$ cat src/rtl/cond_flag_unit.sv
// ARM-style condition evaluation and NZCV flag register with gated, registered controls.
// Optional flag save/restore shadow register enabled by defining COND_FLAG_SAVE_EN.
module cond_flag_unit (
  input  logic       clk,
  input  logic       reset,
  input  logic       en,
  input  logic       flush,
  input  logic       valid_in,
  input  logic [3:0] Cond,
  input  logic [3:0] ALUFlags,
  input  logic [1:0] FlagW,
  input  logic       PCS,
  input  logic       RegW,
  input  logic       MemW,
`ifdef COND_FLAG_SAVE_EN
  input  logic       save,
  input  logic       restore,
  output logic [3:0] SavedFlags,
`endif
  output logic [3:0] Flags,
  output logic       CondEx,
  output logic       PCSrc,
  output logic       RegWrite,
  output logic       MemWrite,
  output logic       valid_out
);

  logic [3:0] flags_q, flags_d;
  logic [3:0] flags_wr_s;
  logic       pcsrc_q, pcsrc_d;
  logic       regwrite_q, regwrite_d;
  logic       memwrite_q, memwrite_d;
  logic       valid_q, valid_d;
  logic       cond_ex_s;
  logic       qual_s;
`ifdef COND_FLAG_SAVE_EN
  logic [3:0] saved_q, saved_d;
`endif

  // Condition field decode against {N,Z,C,V}; 1111 is reserved and never executes.
  function automatic logic cond_eval(input logic [3:0] cond, input logic [3:0] f);
    logic n, z, c, v;
    logic res;
    {n, z, c, v} = f;
    case (cond)
      4'b0000: res = z;
      4'b0001: res = ~z;
      4'b0010: res = c;
      4'b0011: res = ~c;
      4'b0100: res = n;
      4'b0101: res = ~n;
      4'b0110: res = v;
      4'b0111: res = ~v;
      4'b1000: res = c & ~z;
      4'b1001: res = ~c | z;
      4'b1010: res = (n == v);
      4'b1011: res = (n != v);
      4'b1100: res = ~z & (n == v);
      4'b1101: res = z | (n != v);
      4'b1110: res = 1'b1;
      default: res = 1'b0;
    endcase
    return res;
  endfunction

  // Qualification, per-pair flag writes and next-state of all registered outputs.
  always_comb begin
    cond_ex_s  = cond_eval(Cond, flags_q);
    qual_s     = valid_in & en & ~flush & cond_ex_s;
    flags_wr_s = flags_q;
    flags_d    = flags_q;
    pcsrc_d    = pcsrc_q;
    regwrite_d = regwrite_q;
    memwrite_d = memwrite_q;
    valid_d    = valid_q;
`ifdef COND_FLAG_SAVE_EN
    saved_d    = saved_q;
`endif
    if (en) begin
      if (qual_s & FlagW[1]) begin
        flags_wr_s[3:2] = ALUFlags[3:2];
      end else begin
        flags_wr_s[3:2] = flags_q[3:2];
      end
      if (qual_s & FlagW[0]) begin
        flags_wr_s[1:0] = ALUFlags[1:0];
      end else begin
        flags_wr_s[1:0] = flags_q[1:0];
      end
      pcsrc_d    = PCS & qual_s;
      regwrite_d = RegW & qual_s;
      memwrite_d = MemW & qual_s;
      valid_d    = valid_in & ~flush;
`ifdef COND_FLAG_SAVE_EN
      // Save captures the pre-edge flags, so save+restore together swaps.
      if (save) begin
        saved_d = flags_q;
      end else begin
        saved_d = saved_q;
      end
      if (restore) begin
        flags_d = saved_q;
      end else begin
        flags_d = flags_wr_s;
      end
`else
      flags_d = flags_wr_s;
`endif
    end else begin
      flags_d = flags_q;
    end
  end

  // State registers; stall holds everything via the next-state defaults.
  always_ff @(posedge clk or negedge reset) begin
    if (!reset) begin
      flags_q    <= 4'b0000;
      pcsrc_q    <= 1'b0;
      regwrite_q <= 1'b0;
      memwrite_q <= 1'b0;
      valid_q    <= 1'b0;
`ifdef COND_FLAG_SAVE_EN
      saved_q    <= 4'b0000;
`endif
    end else begin
      flags_q    <= flags_d;
      pcsrc_q    <= pcsrc_d;
      regwrite_q <= regwrite_d;
      memwrite_q <= memwrite_d;
      valid_q    <= valid_d;
`ifdef COND_FLAG_SAVE_EN
      saved_q    <= saved_d;
`endif
    end
  end

  assign Flags     = flags_q;
  assign CondEx    = cond_ex_s;
  assign PCSrc     = pcsrc_q;
  assign RegWrite  = regwrite_q;
  assign MemWrite  = memwrite_q;
  assign valid_out = valid_q;
`ifdef COND_FLAG_SAVE_EN
  assign SavedFlags = saved_q;
`endif

endmodule
$ cat config.mk
export PLATFORM = sky130hd
export DESIGN_NAME = cond_flag_unit
export DESIGN_NICKNAME = d
export VERILOG_FILES = /design/src/rtl/cond_flag_unit.sv
export SDC_FILE = /design/constraint.sdc
export NUM_CORES = 1
export LEC_CHECK = 0
export CORE_MARGIN = 5
export CORE_UTILIZATION = 24
export DETAILED_ROUTE_END_ITERATION = 6
export PLACE_DENSITY = 0.53
export SYNTH_ARGS = -nofsm -noshare
export SYNTH_HDL_FRONTEND = slang
export SYNTH_SLANG_ARGS = --single-unit
$ cat constraint.sdc
create_clock -name clk -period 1.75 [get_ports clk]
set_input_delay 0.35 -clock clk [delete_from_list [all_inputs] [get_ports clk]]
set_output_delay 0.35 -clock clk [all_outputs]
set_load 0.01 [all_outputs]
==> results of run 1 <==
==> flip-flops by register name, indices dropped and copies added (netlist names) <==
register / cells
RegWrite: 1
MemWrite: 1
valid_out: 1
PCSrc: 1
Flags: 4
==> stage by stage <==
step           setup slack (ps)  total power [mW]
6_report                 -253.1             1.093
5_1_grt                  -328.8             1.174
4_1_cts                  -315.8             1.075
3_5_place_dp             -907.4            0.8597
3_3_place_gp             -891.3            0.8555
2_1_floorplan            -96.53            0.5522
==> per-layer routing <==
layer | track usage [%] | part of all wire, %
met2 | 15.69 | 49
met5 | 0 | 0
met4 | 6.102 | 0.80
met3 | 1.856 | 4.7
met1 | 12.57 | 45
==> worst register-to-register path: stages, from the launching register on <==
cell and delay, ps:
dfrtp_2 460, xnor2_4 150, mux2_4 250, o32a_1 330, a31oi_1 300, mux2_1 350
==> logic make-up after synthesis <==
| family | after synthesis | share of synthesized area, % |
|---|---|---|
| compound gates | 12 | 19.21 |
| simple gates | 17 | 17.24 |
| buf+inv | 3 | 3.695 |
| xor+xnor | 5 | 8.622 |
| mux | 5 | 11.82 |
| flops | 8 | 39.41 |
==> final cells by class <==
cell class                 count  area [um2]  area share (%)
clock buffer                   4       26.28           2.580
multi-input combinational     39       366.6           36.00
tap                           27       33.78           3.317
sequential                     8       202.7           19.90
inverter                       2       7.507          0.7371
timing repair buffer          41       381.6           37.47
==> power by group through the flow <==
stage / logic (mW) / clock network, mW / registers [mW]
6_report: 0.632 / 0.153 / 0.308
5_1_grt: 0.678 / 0.178 / 0.318
4_1_cts: 0.607 / 0.162 / 0.306
3_5_place_dp: 0.556 / 0 / 0.304
3_3_place_gp: 0.552 / 0 / 0.303
2_1_floorplan: 0.220 / 0 / 0.332
==> worst min-delay path by stage <==
stage          startpoint         to  cells past startpoint
5_1_grt             reset   Flags[1]                      1
3_5_place_dp    valid_out  valid_out                      1
6_report            reset   Flags[1]                      1
2_1_floorplan       reset   Flags[0]                      0
4_1_cts             reset   Flags[1]                      1
3_3_place_gp    valid_out  valid_out                      1
==> cell usage in the layout, fill, tap and decap left out <==
cell / count
clkdlybuf4s50_1: 21
buf_4: 13
dfrtp_1: 6
nand2_1: 5
nor2_1: 3
mux2_4: 3
a32o_1: 3
clkbuf_4: 3
buf_6: 3
dfrtp_2: 2
inv_1: 2
o32a_1: 2
xor2_1: 2
a31oi_1: 2
mux2_1: 2
dlygate4sd2_1: 2
and2_4: 1
nand2b_1: 1
nand3_1: 1
xnor2_2: 1
o32ai_2: 1
and3_1: 1
or2b_1: 1
o21ai_2: 1
o311ai_4: 1
nand2b_4: 1
xnor2_4: 1
nand3b_1: 1
xnor2_1: 1
nor3b_1: 1
a21oi_1: 1
nand3_2: 1
a21o_1: 1
clkbuf_1: 1
clkdlybuf4s15_1: 1
dlymetal6s2s_1: 1
==> repair_timing <==
item / 4_1_cts / 5_1_grt
endpoints found under the setup margin: 9 / 9
gates resized for setup: 17 / 5
pin swaps: 3 / 5
setup buffers: 2 / 1
==> metrics.md, run 1 <==
| Metric | Value |
|---|---|
| Finished Core Util | 51.39% |
| TritonCTS clock tree | done |
| Combinational share of power | 57.8% |
| Violated checks | negative setup slack |
| CP endpoint | CondEx |
| Yosys top cell by area | dfrtp_1 |
| ANT nets after route | 0 |
| Fin. Hold Viols | 0 |
| Final WS setup | -253.1 ps |
| Initial antenna violation count | 0 |
| Synthesized instance count | 50 |
| Worst-path cell chain | xnor2_4 -> mux2_4 -> o32a_1 -> nand3_2 -> buf_6 |
| Critical path class | flip-flop to output port |
| Reg-to-reg endpoint | Flags[1] |
| CP startpoint | Flags[3] |
| N_diodes | 0 |
| Period Utilization, post-route | 114.5% |
| Worst-case clock buffer depth | 2 |
| Clock-pin transition on the worst setup and hold timing paths | 60 ps |
| Netlist cell types | 24 |
| Clock Tree Root | clkbuf_4 |
| Routed wire length | 1.495 mm |
| Worst stage delay on the critical path | 460 ps |
| CP required | 1400 ps |
| DRC viols | 0 |
| Ports | 27 |
| CTS Hold Buffers Added | 0 |
| Most instantiated cells after synthesis | dfrtp_1 (8), nand2_1 (5), mux2_1 (4) |
| Drt via density | 4.537 |
| Vias | 549 |
| Sequential area share after synthesis | 39.41% |
| CTS H-tree lvls | 1 |
| Max-cap check violation count | 0 |
| Lkg Pwr | 0.4583 nW |
| Syn-to-layout area delta | 100.5% |
| Cell area after synthesis | 508.0 um2 |
| Nets | 113 |
| Fin Hold WS | 373.6 ps |
| Clock Skew | 2.782 ps |
| Share of post-route cells with drive strength above 1 | 34.04% |
| Number of global-route vias before repair | 554 |
| FFs w/ async S/R, synth | 100.0% |
| RSZ-0062 raised after global routing | true |
| First-pass GRT wire length | 2.518 mm |
| GRT Resource Usage Total | 10.01% |
| Flop pwr share | 28.2% |
| Crit path max-delay family | flip-flops |
| Worst Setup End Kind | output port |
| Syn nets | 68 |
| DR WL/cell | 12.36 um |
| Die width | 56.01 um |
| Placer Congestion | 0.7276 |
| Core area | 0.001982 mm2 |
| Final TNS setup | -1067 ps |
| Port bufs | 26 |
| Yosys warnings | 0 |
| Switching Share | 33.10% |
| Crit path arrival time | 1650 ps |
| Crit path buffers/inverters | 1 |
| Syn avg cell area | 10.16 um2 |
| Crit-path max FO | 3 |
| Largest net degree at the start of global routing | 9 |
| Fin. max-slew vios | 0 |
| Final std cells w/o fill | 121 |
| Area after DPL | 915.9 um2 |
| Clk sinks | 8 |
| Chip height | 56.01 um |
| Cell Int Power | 0.7311 mW |
| CP max-delay cell | dfrtp_2 |
| Status | finished, violations left |
| Clock power frac | 14.0% |
| Maximum vdd ir drop | 0.0007042 V |
| Final Cell Area | 0.001018 mm2 |
| Worst R2R Setup Slack | -210 ps |
| Starting Density | 25.63% |
| CP startpoint kind | flip-flop |
| Number of synthesized register bits | 8 |
| Reg2reg start | Flags[3] |
| Clock Latency Late Sink | 250 ps |
| Setup violators final | 5 |
| Instance count on the critical path | 5 |
| Worst hold path type | input port to async pin |
| DR iter-0 viols | 6 |
| Post-DP HPWL | 1.234 mm |
| Ys flop type | dfrtp_1 |
| Dpl cells | 114 |
| Core Rows | 16 |
| Rel. slew slack | 75.52% |
| Worst-Margin Slew | 366.0 ps |
| Switching power | 0.3617 mW |
| Number of fill cells | 176 |
| EDFF count, synth | 0 |
| Most frequent cell after synthesis | dfrtp_1 |
| Tmin final | 2003 ps |
| Grt ovf | 0 |
| TritonCTS Buffers | 3 |
| Area share of the largest cell type after synthesis | 39.41% |
| Max Fclk | 499.2 MHz |
| Pwr/cell area | 1073 mW/mm2 |
| Number of detailed-route iterations in the first pass | 4 |
| Die ar. | 0.003137 mm2 |
| Worst r2r path cells | 5 |
| Synth top area cells | dfrtp_1 (39%), mux2_1 (8.9%), a32o_1 (5.9%), xnor2_1 (5.2%), o32a_1 (3.9%) |
(Power assumes the default switching activity.)
==> inputs of run 2 (changes only) <==
--- a/config.mk
+++ b/config.mk
@@ -6,7 +6,9 @@
 export NUM_CORES = 1
 export LEC_CHECK = 0
+export CAP_MARGIN = 20
 export CORE_MARGIN = 5
 export CORE_UTILIZATION = 24
 export DETAILED_ROUTE_END_ITERATION = 6
+export MAX_ROUTING_LAYER = met4
 export PLACE_DENSITY = 0.53
 export SYNTH_ARGS = -nofsm -noshare
==> constraint.sdc (replaced) <==
create_clock -name clk -period 1.75 [get_ports clk]
set_input_delay 0.35 -clock clk [delete_from_list [all_inputs] [get_ports clk]]
set_output_delay 0.35 -clock clk [all_outputs]
set_load 0.1 [all_outputs]
==> run 2 against run 1 <==
Net effect: the flow still finishes with violations (negative setup slack); count of clock-buffer cells in the layout is the same; flip-flop and latch count is the same; sequential share of layout area shrank 2.4 points; combinational power grew 110%; utilization grew 9.2 points; cell count grew 5.8%; via count grew 8.4%; critical path type unchanged; largest power group unchanged.
==> metrics.md, run 2 (synthesis results as in run 1) <==
| Metric | Value |
|---|---|
| Clock power frac | 8.3% (-5.7 points) |
| Drt via density | 4.648 (+2.5%) |
| Post-DP HPWL | 1.392 mm (+13%) |
| Initial antenna violation count | 0 (unchanged) |
| Clock Latency Late Sink | 250 ps (about the same) |
| DRC viols | 0 (unchanged) |
| Clock Tree Root | clkbuf_4 |
| Place WS | -732.0 ps (+175.4 ps) |
| Number of fill cells | 162 (-8.0%) |
| TritonCTS clock tree | done |
| Die ar. | 0.003137 mm2 (unchanged) |
| Pwr/cell area | 1491 mW/mm2 (+39%) |
| Max Fclk | 451.4 MHz (-9.6%) |
| Placer Congestion | 0.8134 (+12%) |
| Crit-path max FO | 2 (-1) |
| CTS H-tree lvls | 1 (unchanged) |
| Area after DPL | 0.001061 mm2 (+16%) |
| Tmin final | 2216 ps (+212.5 ps) |
| Number of global-route vias before repair | 636 (+15%) |
| TritonCTS Buffers | 3 (unchanged) |
| Most common cell after layout, fill and taps aside | buf_4 |
| Share of post-route cells with drive strength above 1 | 52.48% (+18 points) |
| CTS Hold Buffers Added | 0 (unchanged) |
| Worst Setup End Kind | output port |
| N_diodes | 0 (unchanged) |
| CP startpoint kind | flip-flop |
| Flop pwr share | 17.7% (-10 points) |
| Rel. slew slack | 74.93% (-0.59 points) |
| Status | finished, violations left |
| Cell Int Power | 0.9561 mW (+31%) |
| Lkg Pwr | 0.5196 nW (+13%) |
| Vias | 595 (+8.4%) |
| Core area | 0.001982 mm2 (unchanged) |
| Finished Core Util | 60.54% (+9.2 points) |
| Final Cell Area | 0.001200 mm2 (+18%) |
| Maximum vdd ir drop | 0.001165 V (+65%) |
| Ports | 27 (unchanged) |
| Final WS setup | -465.5 ps (-212.5 ps) |
| Fin. Hold Viols | 0 (unchanged) |
| Crit path arrival time | 1870 ps (+220 ps) |
| DR iter-0 viols | 7 (+1) |
| Max FFs per register | 4 (unchanged) |
| Worst-case clock buffer depth | 2 (unchanged) |
| Largest net degree at the start of global routing | 9 (unchanged) |
| GRT Resource Usage Total | 12.68% (+2.7 points) |
| Routed wire length | 1.747 mm (+17%) |
| Period Utilization, post-route | 126.6% (+12 points) |
| Violated checks | negative setup slack |
| RSZ-0062 raised after global routing | true |
| Syn-to-layout area delta | 136.2% |
| Grt ovf | 0 (unchanged) |
| Critical path class | flip-flop to output port |
| Clk sinks | 8 (unchanged) |
| Worst hold path type | input port to async pin |
| Die width | 56.01 um (unchanged) |
| Fin. max-slew vios | 0 (unchanged) |
| Core Rows | 16 (unchanged) |
| Chip height | 56.01 um (unchanged) |
| Port bufs | 26 (unchanged) |
| First-pass GRT wire length | 3.098 mm (+23%) |
| Setup violators final | 8 (+3) |
| Nets | 120 (+6.2%) |
| Clock-pin transition on the worst setup and hold timing paths | 60 ps (about the same) |
| Final TNS setup | -2918 ps (-1851 ps) |
| Design Power | 1.790 mW (+64%) |
| Combinational share of power | 74.0% (+16 points) |
| Number of detailed-route iterations in the first pass | 4 (unchanged) |
| Worst-Margin Slew | 374.8 ps (+8.759 ps) |
| Commonest cells after routing, fill and taps aside | buf_4 (20), clkdlybuf4s50_1 (14), buf_12 (9) |
| ANT nets after route | 0 (unchanged) |
| Switching power | 0.8336 mW (+130%) |
| Max-cap check violation count | 0 (unchanged) |
| Clock Skew | 5.679 ps (+2.898 ps) |
| CP required | 1400 ps (about the same) |
| Starting Density | 25.63% (unchanged) |
| Switching Share | 46.58% (+13 points) |
| DR WL/cell | 13.65 um (+10%) |
==> run 2: timing repair <==
| item | 4_1_cts | 5_1_grt |
|---|---|---|
| pin swaps | 1 | 2 |
| setup endpoints to repair | 8 | 8 |
| gates resized for setup | 14 | 3 |
| buffers inserted | 5 | 2 |
==> run 2: stage by stage <==
stage                     hold slack [ps]  instances
final                               383.0        128
after global routing                389.6        128
after CTS                           385.3        126
after detailed placement            531.2        118
after global placement              528.1        118
after floorplan                     54.41         50
==> run 2: final cells by class <==
| class | count | area [um2] | share of cell area [%] |
|---|---|---|---|
| clock buffer | 4 | 26.28 | 2.190 |
| inverter | 2 | 7.507 | 0.6257 |
| multi-input combinational | 39 | 401.6 | 33.47 |
| sequential | 8 | 210.2 | 17.52 |
| tap | 27 | 33.78 | 2.815 |
| timing repair buffer | 48 | 520.5 | 43.38 |
==> run 2: final timing paths <==
| kind | depth (start not counted) | endpoint | from | slack [ps] |
|---|---|---|---|---|
| max | 6 | CondEx | Flags[3] | -470 |
| min | 1 | valid_out | reset | 380 |
| max reg2reg | 9 | MemWrite | Flags[3] | -380 |
| min reg2reg | 1 | valid_out | valid_out | 540 |
| max in group asynchronous | 1 | Flags[3] | reset | 1060 |
| min in group clk | 1 | valid_out | valid_out | 540 |
==> run 2: critical path, stage by stage, from the launching register on <==
cell and delay, ps:
dfrtp_4 490, xnor2_2 140, mux2_4 260, o32a_1 320
buf_4 150, nand3_4 80, buf_12 170
==> run 2: power groups by stage <==
stage	clock, mW	combinational [mW]	sequential (mW)
after CTS	0.156	1.30	0.314
after global placement	0	1.17	0.323
final	0.148	1.32	0.317
after detailed placement	0	1.18	0.324
after floorplan	0	0.306	0.676
after global routing	0.168	1.38	0.321
==> run 2: metal layers <==
layer  vias up  track usage, %  part of all wire (%)
met5         -               -                     0
met1       291           15.48                    47
met4         0           5.085                   1.8
met3         4           2.552                   3.4
li1        287               -                     -
met2        13           20.37                    47
==> inputs of run 3 (changes only) <==
CORE_ASPECT_RATIO = 1.4   (was not set)
==> run 3 against run 2 <==
Net effect: the flow still finishes with violations (negative setup slack); utilization shrank 1.4 points; cell count fell by 5.5%; first-iteration DRC count is 57% lower; setup slack gained 44 ps; critical path depth down 1; total power is 1.6% lower; clock skew grew 5.0 ps; flip-flop and latch count did not move; clock power shrank 3%; fmax up 2.0%; count of clock-buffer cells in the layout decreased by 1; final area decreased by 1.6%; critical path type unchanged; critical endpoint unchanged; largest power group unchanged; highest routed layer unchanged.
==> metrics.md, run 3 (synthesis results as in run 1) <==
| Metric | Value |
|---|---|
| Status | finished, violations left |
| Violated checks | negative setup slack |
| Grt ovf | 0 (unchanged) |
| Tmin final | 2171 ps (-44.29 ps) |
| DR iter-0 viols | 3 (-4) |
| Worst-Margin Slew | 377.6 ps (+2.809 ps) |
| Worst Setup End Kind | output port |
| Nets | 120 (unchanged) |
| First-pass GRT wire length | 2.953 mm (-4.7%) |
| ANT nets after route | 0 (unchanged) |
| Clk sinks | 8 (unchanged) |
| Worst-case clock buffer depth | 2 (unchanged) |
| Dpl cells | 115 (-2.5%) |
| Reg-to-reg endpoint | Flags[1] |
| Starting Density | 25.44% (-0.19 points) |
| CP endpoint | CondEx |
| Most common cell after layout, fill and taps aside | buf_4 |
| Routed wire length | 1.801 mm (+3.1%) |
| Ports | 27 (unchanged) |
| Clock Skew | 10.63 ps (+4.950 ps) |
| Commonest cells after routing, fill and taps aside | buf_4 (21), clkdlybuf4s50_1 (14), buf_12 (9) |
| Final TNS setup | -2035 ps (+883.2 ps) |
| TritonCTS Buffers | 3 (unchanged) |
| Reg2reg start | Flags[3] |
| Setup violators final | 8 (unchanged) |
| Chip height | 64.44 um (+15%) |
| N_diodes | 0 (unchanged) |
| Final std cells w/o fill | 121 (-5.5%) |
| CTS Hold Buffers Added | 0 (unchanged) |
| Worst hold path type | input port to async pin |
| Post-DP HPWL | 1.464 mm (+5.2%) |
| Vias | 601 (+1.0%) |
| Worst r2r path cells | 6 (-3) |
| Drt via density | 4.967 (+6.9%) |
| Critical path class | flip-flop to output port |
| DR WL/cell | 14.88 um (+9.1%) |
| Max Fclk | 460.6 MHz (+2.0%) |
| Rel. slew slack | 74.75% (-0.19 points) |
| Max FFs per register | 4 (unchanged) |
| Worst R2R Setup Slack | -310 ps (+70 ps) |
| Port bufs | 26 (unchanged) |
| Fin. Hold Viols | 0 (unchanged) |
| Pwr/cell area | 1491 mW/mm2 (about the same) |
| Fin. max-slew vios | 0 (unchanged) |
| Number of global-route vias before repair | 670 (+5.3%) |
| CTS H-tree lvls | 1 (unchanged) |
| CP required | 1400 ps (about the same) |
| DRC viols | 0 (unchanged) |
| Period Utilization, post-route | 124.1% (-2.5 points) |
| Max-cap check violation count | 0 (unchanged) |
| Die width | 48.88 um (-13%) |
| Crit-path max FO | 3 (+1) |
| Die ar. | 0.003150 mm2 (+0.42%) |
| RSZ-0062 raised after global routing | true |
| Final WS setup | -421.2 ps (+44.29 ps) |
| Maximum vdd ir drop | 0.0009105 V (-22%) |
| Clock-pin transition on the worst setup and hold timing paths | 60 ps (about the same) |
| Core Rows | 19 (+3) |
| Lkg Pwr | 0.5133 nW (-1.2%) |
| Number of detailed-route iterations in the first pass | 5 (+1) |
| Syn-to-layout area delta | 132.5% |
| Clock Latency Late Sink | 260 ps (about the same) |
| Core area | 0.001997 mm2 (+0.76%) |
| CP startpoint kind | flip-flop |
| Share of post-route cells with drive strength above 1 | 54.00% (+1.5 points) |
| Placer Congestion | 0.8086 (-0.59%) |
| Largest net degree at the start of global routing | 9 (unchanged) |
| Crit path arrival time | 1820 ps (-50 ps) |
| GRT Resource Usage Total | 12.31% (-0.37 points) |
| Initial antenna violation count | 0 (unchanged) |
| TritonCTS clock tree | done |
| Number of fill cells | 201 (+24%) |
| Clock Tree Root | clkbuf_4 |
| CP startpoint | Flags[3] |
run 3: worst min path at each step:
stage / start / end / slack [ps]
finish: reset / PCSrc / 370
global route: reset / PCSrc / 390
CTS: reset / PCSrc / 380
detailed placement: valid_out / valid_out / 540
global placement: valid_out / valid_out / 530
floorplan: reset / Flags[1] / 50
run 3: layout make-up:
cell class	count	area [um2]	share of cell area, %
clock buffer	3	22.52	1.907
inverter	2	7.507	0.6356
multi-input combinational	39	396.6	33.58
sequential	8	210.2	17.80
tap	21	26.28	2.225
timing repair buffer	48	518.0	43.86
run 3: per-stage QoR:
stage               util [%]  setup WS (ps)  total power, mW  hold WS (ps)  cell area (um2)
floorplan                  -         -353.0           0.9820         54.41            568.0
global placement       53.88         -704.0            1.519         532.0             1076
detailed placement     53.88         -708.8            1.527         541.0             1076
CTS                    58.40         -427.7            1.743         377.2             1166
global route           59.15         -467.8            1.843         391.7             1181
finish                 59.15         -421.2            1.761         372.3             1181
run 3: power breakdown:
group | total (mW) | internal (mW) | switching (mW)
Clock | 0.143 | 0.0786 | 0.0645
Sequential | 0.325 | 0.252 | 0.0731
Combinational | 1.29 | 0.602 | 0.691
run 3: timing repair:
item                       4_1_cts  5_1_grt
gates resized for setup         14        3
setup endpoints to repair        8        8
pin swaps                        4        5
buffers inserted                 3        1
run 3: critical path, stage by stage, from the launching register on:
cell and delay [ps]:
dfrtp_4 520, xnor2_2 150, mux2_4 260, o32a_1 340, nand3_4 110, buf_12 170
run 3: routing by layer:
layer / global-route usage [%] / vias up / part of all wire (%)
li1: - / 289 / -
met5: - / - / 0
met2: 21.24 / 30 / 54
met3: 3.670 / 8 / 10
met1: 11.55 / 274 / 32
met4: 8.418 / 0 / 3.9
